File: src/rtl/data_store_buffer.sv
// Posted-write store buffer between the CPU store port and data memory; stores drain when the
// shared address path is free. Optional load forwarding is enabled with `define STORE_BUF_FWD_EN.
module data_store_buffer #(
    parameter int DEPTH      = 4,
    parameter int ADDR_WIDTH = 32,
    parameter int DATA_WIDTH = 32
) (
    input  logic                  clk,
    input  logic                  rst,
    input  logic                  cpu_wr_en,
    input  logic [ADDR_WIDTH-1:0] cpu_wr_addr,
    input  logic [DATA_WIDTH-1:0] cpu_wr_data,
    input  logic [3:0]            cpu_wr_be,
    input  logic                  cpu_rd_en,
    input  logic [ADDR_WIDTH-1:0] cpu_rd_addr,
    input  logic                  cpu_rd_word,
    output logic                  buf_full_stall,
    output logic                  rd_hazard_stall,
    output logic                  fwd_valid,
    output logic [DATA_WIDTH-1:0] fwd_data,
    output logic                  mem_wr_en,
    output logic [ADDR_WIDTH-1:0] mem_wr_addr,
    output logic [DATA_WIDTH-1:0] mem_wr_data,
    output logic [3:0]            mem_wr_be,
    output logic                  mem_addr_sel_wr
);

    localparam int PTR_W = $clog2(DEPTH);
    localparam int CNT_W = PTR_W + 1;

    logic [DEPTH-1:0]      valid_q;
    logic [ADDR_WIDTH-1:0] addr_q [DEPTH];
    logic [DATA_WIDTH-1:0] data_q [DEPTH];
    logic [3:0]            be_q   [DEPTH];

    logic [PTR_W-1:0] wr_ptr_q, wr_ptr_d;
    logic [PTR_W-1:0] rd_ptr_q, rd_ptr_d;
    logic [CNT_W-1:0] count_q, count_d;

    logic             full_s;
    logic             enq_s;
    logic             drain_s;
    logic             hit_s;
    logic [PTR_W-1:0] yng_s;
    logic [PTR_W-1:0] idx_s;
    logic             fwd_grant_s;

    assign full_s = (count_q == CNT_W'(DEPTH));
    assign enq_s  = cpu_wr_en && !full_s;

    // Word-address match against pending entries, walking oldest to youngest so the last hit wins
    always_comb begin
        hit_s = 1'b0;
        yng_s = '0;
        idx_s = '0;
        for (int i = 0; i < DEPTH; i++) begin
            idx_s = rd_ptr_q + PTR_W'(i);
            if (cpu_rd_en && valid_q[idx_s] &&
                (addr_q[idx_s][ADDR_WIDTH-1:2] == cpu_rd_addr[ADDR_WIDTH-1:2])) begin
                hit_s = 1'b1;
                yng_s = idx_s;
            end else begin
                hit_s = hit_s;
            end
        end
    end

`ifdef STORE_BUF_FWD_EN
    // Only a full-word load fully covered by the youngest matching store can be forwarded
    always_comb begin
        fwd_grant_s = 1'b0;
        if (cpu_rd_en && cpu_rd_word && hit_s && (be_q[yng_s] == 4'b1111)) begin
            fwd_grant_s = 1'b1;
        end else begin
            fwd_grant_s = 1'b0;
        end
    end
    assign fwd_valid = fwd_grant_s;
    assign fwd_data  = fwd_grant_s ? data_q[yng_s] : {DATA_WIDTH{1'b0}};

    logic unused_s;
    assign unused_s = ^cpu_rd_addr[1:0];
`else
    assign fwd_grant_s = 1'b0;
    assign fwd_valid   = 1'b0;
    assign fwd_data    = {DATA_WIDTH{1'b0}};

    logic unused_s;
    assign unused_s = ^{cpu_rd_addr[1:0], cpu_rd_word, yng_s};
`endif

    assign rd_hazard_stall = hit_s && !fwd_grant_s;
    assign buf_full_stall  = full_s;

    // A matching load keeps draining so its stall clears; an unrelated load owns the address path
    assign drain_s         = !rst && (count_q != '0) && (!cpu_rd_en || rd_hazard_stall);
    assign mem_wr_en       = drain_s;
    assign mem_addr_sel_wr = drain_s;
    assign mem_wr_addr     = addr_q[rd_ptr_q];
    assign mem_wr_data     = data_q[rd_ptr_q];
    assign mem_wr_be       = be_q[rd_ptr_q];

    // Pointer and occupancy next-state
    always_comb begin
        wr_ptr_d = wr_ptr_q;
        rd_ptr_d = rd_ptr_q;
        count_d  = count_q;
        if (enq_s) begin
            wr_ptr_d = wr_ptr_q + PTR_W'(1);
        end else begin
            wr_ptr_d = wr_ptr_q;
        end
        if (drain_s) begin
            rd_ptr_d = rd_ptr_q + PTR_W'(1);
        end else begin
            rd_ptr_d = rd_ptr_q;
        end
        case ({enq_s, drain_s})
            2'b10:   count_d = count_q + CNT_W'(1);
            2'b01:   count_d = count_q - CNT_W'(1);
            default: count_d = count_q;
        endcase
    end

    // Pointer and occupancy registers
    always_ff @(posedge clk) begin
        if (rst) begin
            wr_ptr_q <= '0;
            rd_ptr_q <= '0;
            count_q  <= '0;
        end else begin
            wr_ptr_q <= wr_ptr_d;
            rd_ptr_q <= rd_ptr_d;
            count_q  <= count_d;
        end
    end

    // Entry storage; drain and enqueue never target the same slot in one cycle
    always_ff @(posedge clk) begin
        if (rst) begin
            valid_q <= '0;
            for (int i = 0; i < DEPTH; i++) begin
                addr_q[i] <= '0;
                data_q[i] <= '0;
                be_q[i]   <= 4'b0000;
            end
        end else begin
            if (drain_s) begin
                valid_q[rd_ptr_q] <= 1'b0;
            end
            if (enq_s) begin
                valid_q[wr_ptr_q] <= 1'b1;
                addr_q[wr_ptr_q]  <= cpu_wr_addr;
                data_q[wr_ptr_q]  <= cpu_wr_data;
                be_q[wr_ptr_q]    <= cpu_wr_be;
            end
        end
    end

endmodule

File: config.mk
export PLATFORM = sky130hd
export DESIGN_NAME = data_store_buffer
export DESIGN_NICKNAME = d
export VERILOG_FILES = /design/src/rtl/data_store_buffer.sv
export SDC_FILE = /design/constraint.sdc
export NUM_CORES = 1
export LEC_CHECK = 0
export BUFFER_PORTS_ARGS = -buffer_cell sky130_fd_sc_hd__buf_2
export CORE_ASPECT_RATIO = 1.25
export CORE_MARGIN = 2
export CORE_UTILIZATION = 53
export DETAILED_ROUTE_END_ITERATION = 6
export GPL_ROUTABILITY_DRIVEN = 0
export GPL_TIMING_DRIVEN = 0
export PLACE_DENSITY_LB_ADDON = 0.2
export SETUP_SLACK_MARGIN = 0.4
export SYNTH_ARGS = -nofsm -noshare
export SYNTH_HDL_FRONTEND = slang
export SYNTH_SLANG_ARGS = --single-unit
File: constraint.sdc
create_clock -name clk -period 4.3 [get_ports clk]
set_clock_uncertainty 0.05 [all_clocks]
set_input_delay 0.645 -clock clk [delete_from_list [all_inputs] [get_ports clk]]
set_output_delay 0.645 -clock clk [all_outputs]
set_load 0.005 [all_outputs]
==> summary.txt <==
Clocking
  – Clk root buf: clkbuf_16
  – Clk_lat worst skew: 0.56 ns
  – CTS clk-pin slew, worst paths: 0.06 ns
  – Clk sink count: 285
  – Num CTS Buffers: 29
  – Max Root-Sink Buffers: 3
  – H-tree depth: 1
  – CTS tree: yes

Timing
  – Final Critical Period: 4.90 ns
  – Sum Neg Setup Slack: -2.41 ns
  – Min Hold Slack: 0.336 ns
  – Slew HR: 0.315
  – Final hold vios: 0
  – Pins Over Slew Limit: 0
  – Fin crit share: 1.14
  – Max Clk Rate: 204 MHz
  – RSZ-0062 raised after global routing: true
  – Post-route worst setup slack: -0.602 ns
  – Worst Tran Pin Value: 1.03 ns
  – # setup viols final: 5

Worst setup path
  – CP Capture Type: output pin
  – Nature of the critical path startpoint: flip-flop
  – Crit Path Max Fanout: 8
  – Worst Path Required: 3.61 ns
  – Path type of the worst setup path: reg2out
  – Critical path arrival: 4.21 ns

Power and ir drop
  – Lkg Pwr: 7.31 nW
  – PD cells: 452 mW/mm^2
  – Peak supply drop: 0.393 mV

Placement
  – Buffers on Ports: 148
  – Pre-CTS WS: -1.34 ns
  – Placed inst area: 0.0185 sq mm
  – Detailed Place HPWL: 37000 microns

Routing
  – Post-route DRC: 0
  – WL per Instance: 26.9 microns
  – Via count: 11800
  – Iter 0 DRT Violations: 937
  – Final WL: 51800 microns
  – Drt pass-1 iters: 5
  – Routed Antenna Nets: 0
  – Vias per inst: 6.15

Status
  – Failing checks: negative setup slack
  – Status: finished with violations

Yosys
  – Cells after synthesis: 1255
  – Synth cell types: 74
  – Avg Inst Size Synth: 13.5 sq um
  – Top cells by area, synth: edfxtp_1 (48%), mux4_2 (13%), and2_1 (10%)
  – YS warnings: 0
  – Synth Register Bits: 285
  – Async set or reset register ratio after synthesis: 0
  – Top cell type's share of synthesized area: 0.483
  – Post-synth EDFFs: 272
  – Synth Flop Type: edfxtp_1
  – Area of the mapped netlist: 0.0169 sq mm
  – Sequential share of the synthesized area: 0.499
  – Leading area contributor after synthesis: edfxtp_1

Die
  – Core Footprint: 0.0316 sq mm
  – Initial Util: 0.535
  – Die Area: 0.0333 sq mm
  – IO Pins: 210
  – Die Ht: 204 microns
  – Site Rows: 73
  – Die Wd: 164 microns

GRT
  – Total grt overflow: 0
  – GRT Util Overall: 0.313
  – Vias in the first global route: 11800
  – Pin count of the biggest net entering global routing: 52
  – Antenna violations before repair: 4
  – First-pass GRT wire length: 75200 microns

Layout
  – Area delta synth->final: 17.0%
  – Design area: 0.0198 sq mm
  – Commonest non-fill, non-tap cell in the layout: and2_1
  – Most frequent cells in the layout: and2_1 (274), edfxtp_1 (272), buf_2 (154)
  – Layout cells sized above 1: 0.287
  – Final net count: 1605

Run
  – Max Cap Viol: 0

Hold path
  – Hold WC Path Type: in2reg
==> per-layer routing <==
metal,vias up,wire [microns],track usage
met3,180,4650,0.0789
met2,647,25400,0.520
li1,5120,-,-
met5,-,26,0
met4,4,3520,0.183
met1,5886,18300,0.366
==> registers in the layout, summed over array words and instances (netlist names), named ones only <==
register and flops:
addr_q 128, be_q 16, count_q 3, data_q 128, rd_ptr_q 2, valid_q 4, wr_ptr_q 2
==> report_power, final <==
part | internal [mW] | total, mW | switching (mW) | leakage (nW)
combinational | 1.40 | 3.10 | 1.70 | 3.93
sequential | 3.28 | 3.41 | 0.131 | 2.93
clock | 1.35 | 2.43 | 1.08 | 0.441
total | 6.03 | 8.94 | 2.91 | 7.31
==> Yosys cell counts (5+ instances only) <==
cell / n
nor4_1: 10
mux2_2: 7
mux4_1: 6
buf_4: 39
dfxtp_1: 13
o21ai_0: 11
o22ai_1: 7
mux2i_1: 96
nand2_1: 28
clkbuf_1: 56
buf_1: 8
nand4_1: 13
buf_2: 15
ha_1: 9
a21oi_1: 20
edfxtp_1: 272
a311oi_1: 5
xor2_1: 16
nor3_1: 10
and2_1: 274
xnor2_1: 85
o211ai_1: 9
nor2_1: 22
buf_6: 9
mux4_2: 98
inv_1: 23
==> cell families after synthesis <==
family | after synthesis | synth area share
adders and majority gates | 10 | 0.00785
other | 1 | 0.000222
DFF | 285 | 0.499
xor gates and xnor gates | 101 | 0.0523
buffers and inverters | 155 | 0.0518
AOI/OAI and AO/OA | 109 | 0.0487
and+or+nand+nor | 383 | 0.136
muxes | 211 | 0.205
==> worst max-delay path, cell delays in order, from the launching register on <==
cell and delay (ns):
dfxtp_4 0.36, buf_12 0.11, buf_12 0.09, buf_12 0.11, buf_12 0.12, inv_8 0.04
ha_4 0.27, buf_12 0.14, buf_4 0.12, mux4_2 0.51, xnor2_1 0.16, nand4_1 0.27
nor4_4 0.26, nor4b_4 0.31, a22oi_2 0.15, a31oi_4 0.20, nor2b_4 0.22, buf_6 0.11
buf_6 0.08
==> final cells by class <==
type                    instances  area, sq um
fillers                      2494        11800
flip-flops and latches        285         8430
multi-input cells             847         7920
repair buffers                172         1020
plain buffers                 132          890
clock buffers                  33          741
well taps                     412          515
clock inverters                18          145
inverters                      23          101
diodes                          2         5.00
==> per-stage QoR <==
step,util,total power [mW],instances
final,0.626,8.94,1924
after global routing,0.625,9.21,1922
after CTS,0.621,8.83,1916
after detailed placement,0.584,6.30,1851
after global placement,0.581,6.26,1847
after floorplan,-,5.32,1287
==> worst paths after layout <==
path                                   start         end  slack [ns]  depth (start not counted)
worst min register to register    count_q[2]  count_q[2]        0.46                          2
worst max register to register   rd_ptr_q[0]  count_q[2]       -0.55                         23
worst min-delay path            cpu_wr_be[1]  be_q[1][1]        0.34                          2
worst max-delay path             rd_ptr_q[0]   mem_wr_en       -0.60                         18
==> repair_timing <==
action                                  in CTS  in global routing
hold buffers                                 0                  0
resized for setup                           38                 21
pin swaps                                    8                  7
buffers inserted                            14                  6
cloned                                       0                  0
endpoints found under the setup margin      55                 94
Note: power is estimated with default switching activity, not from simulation.
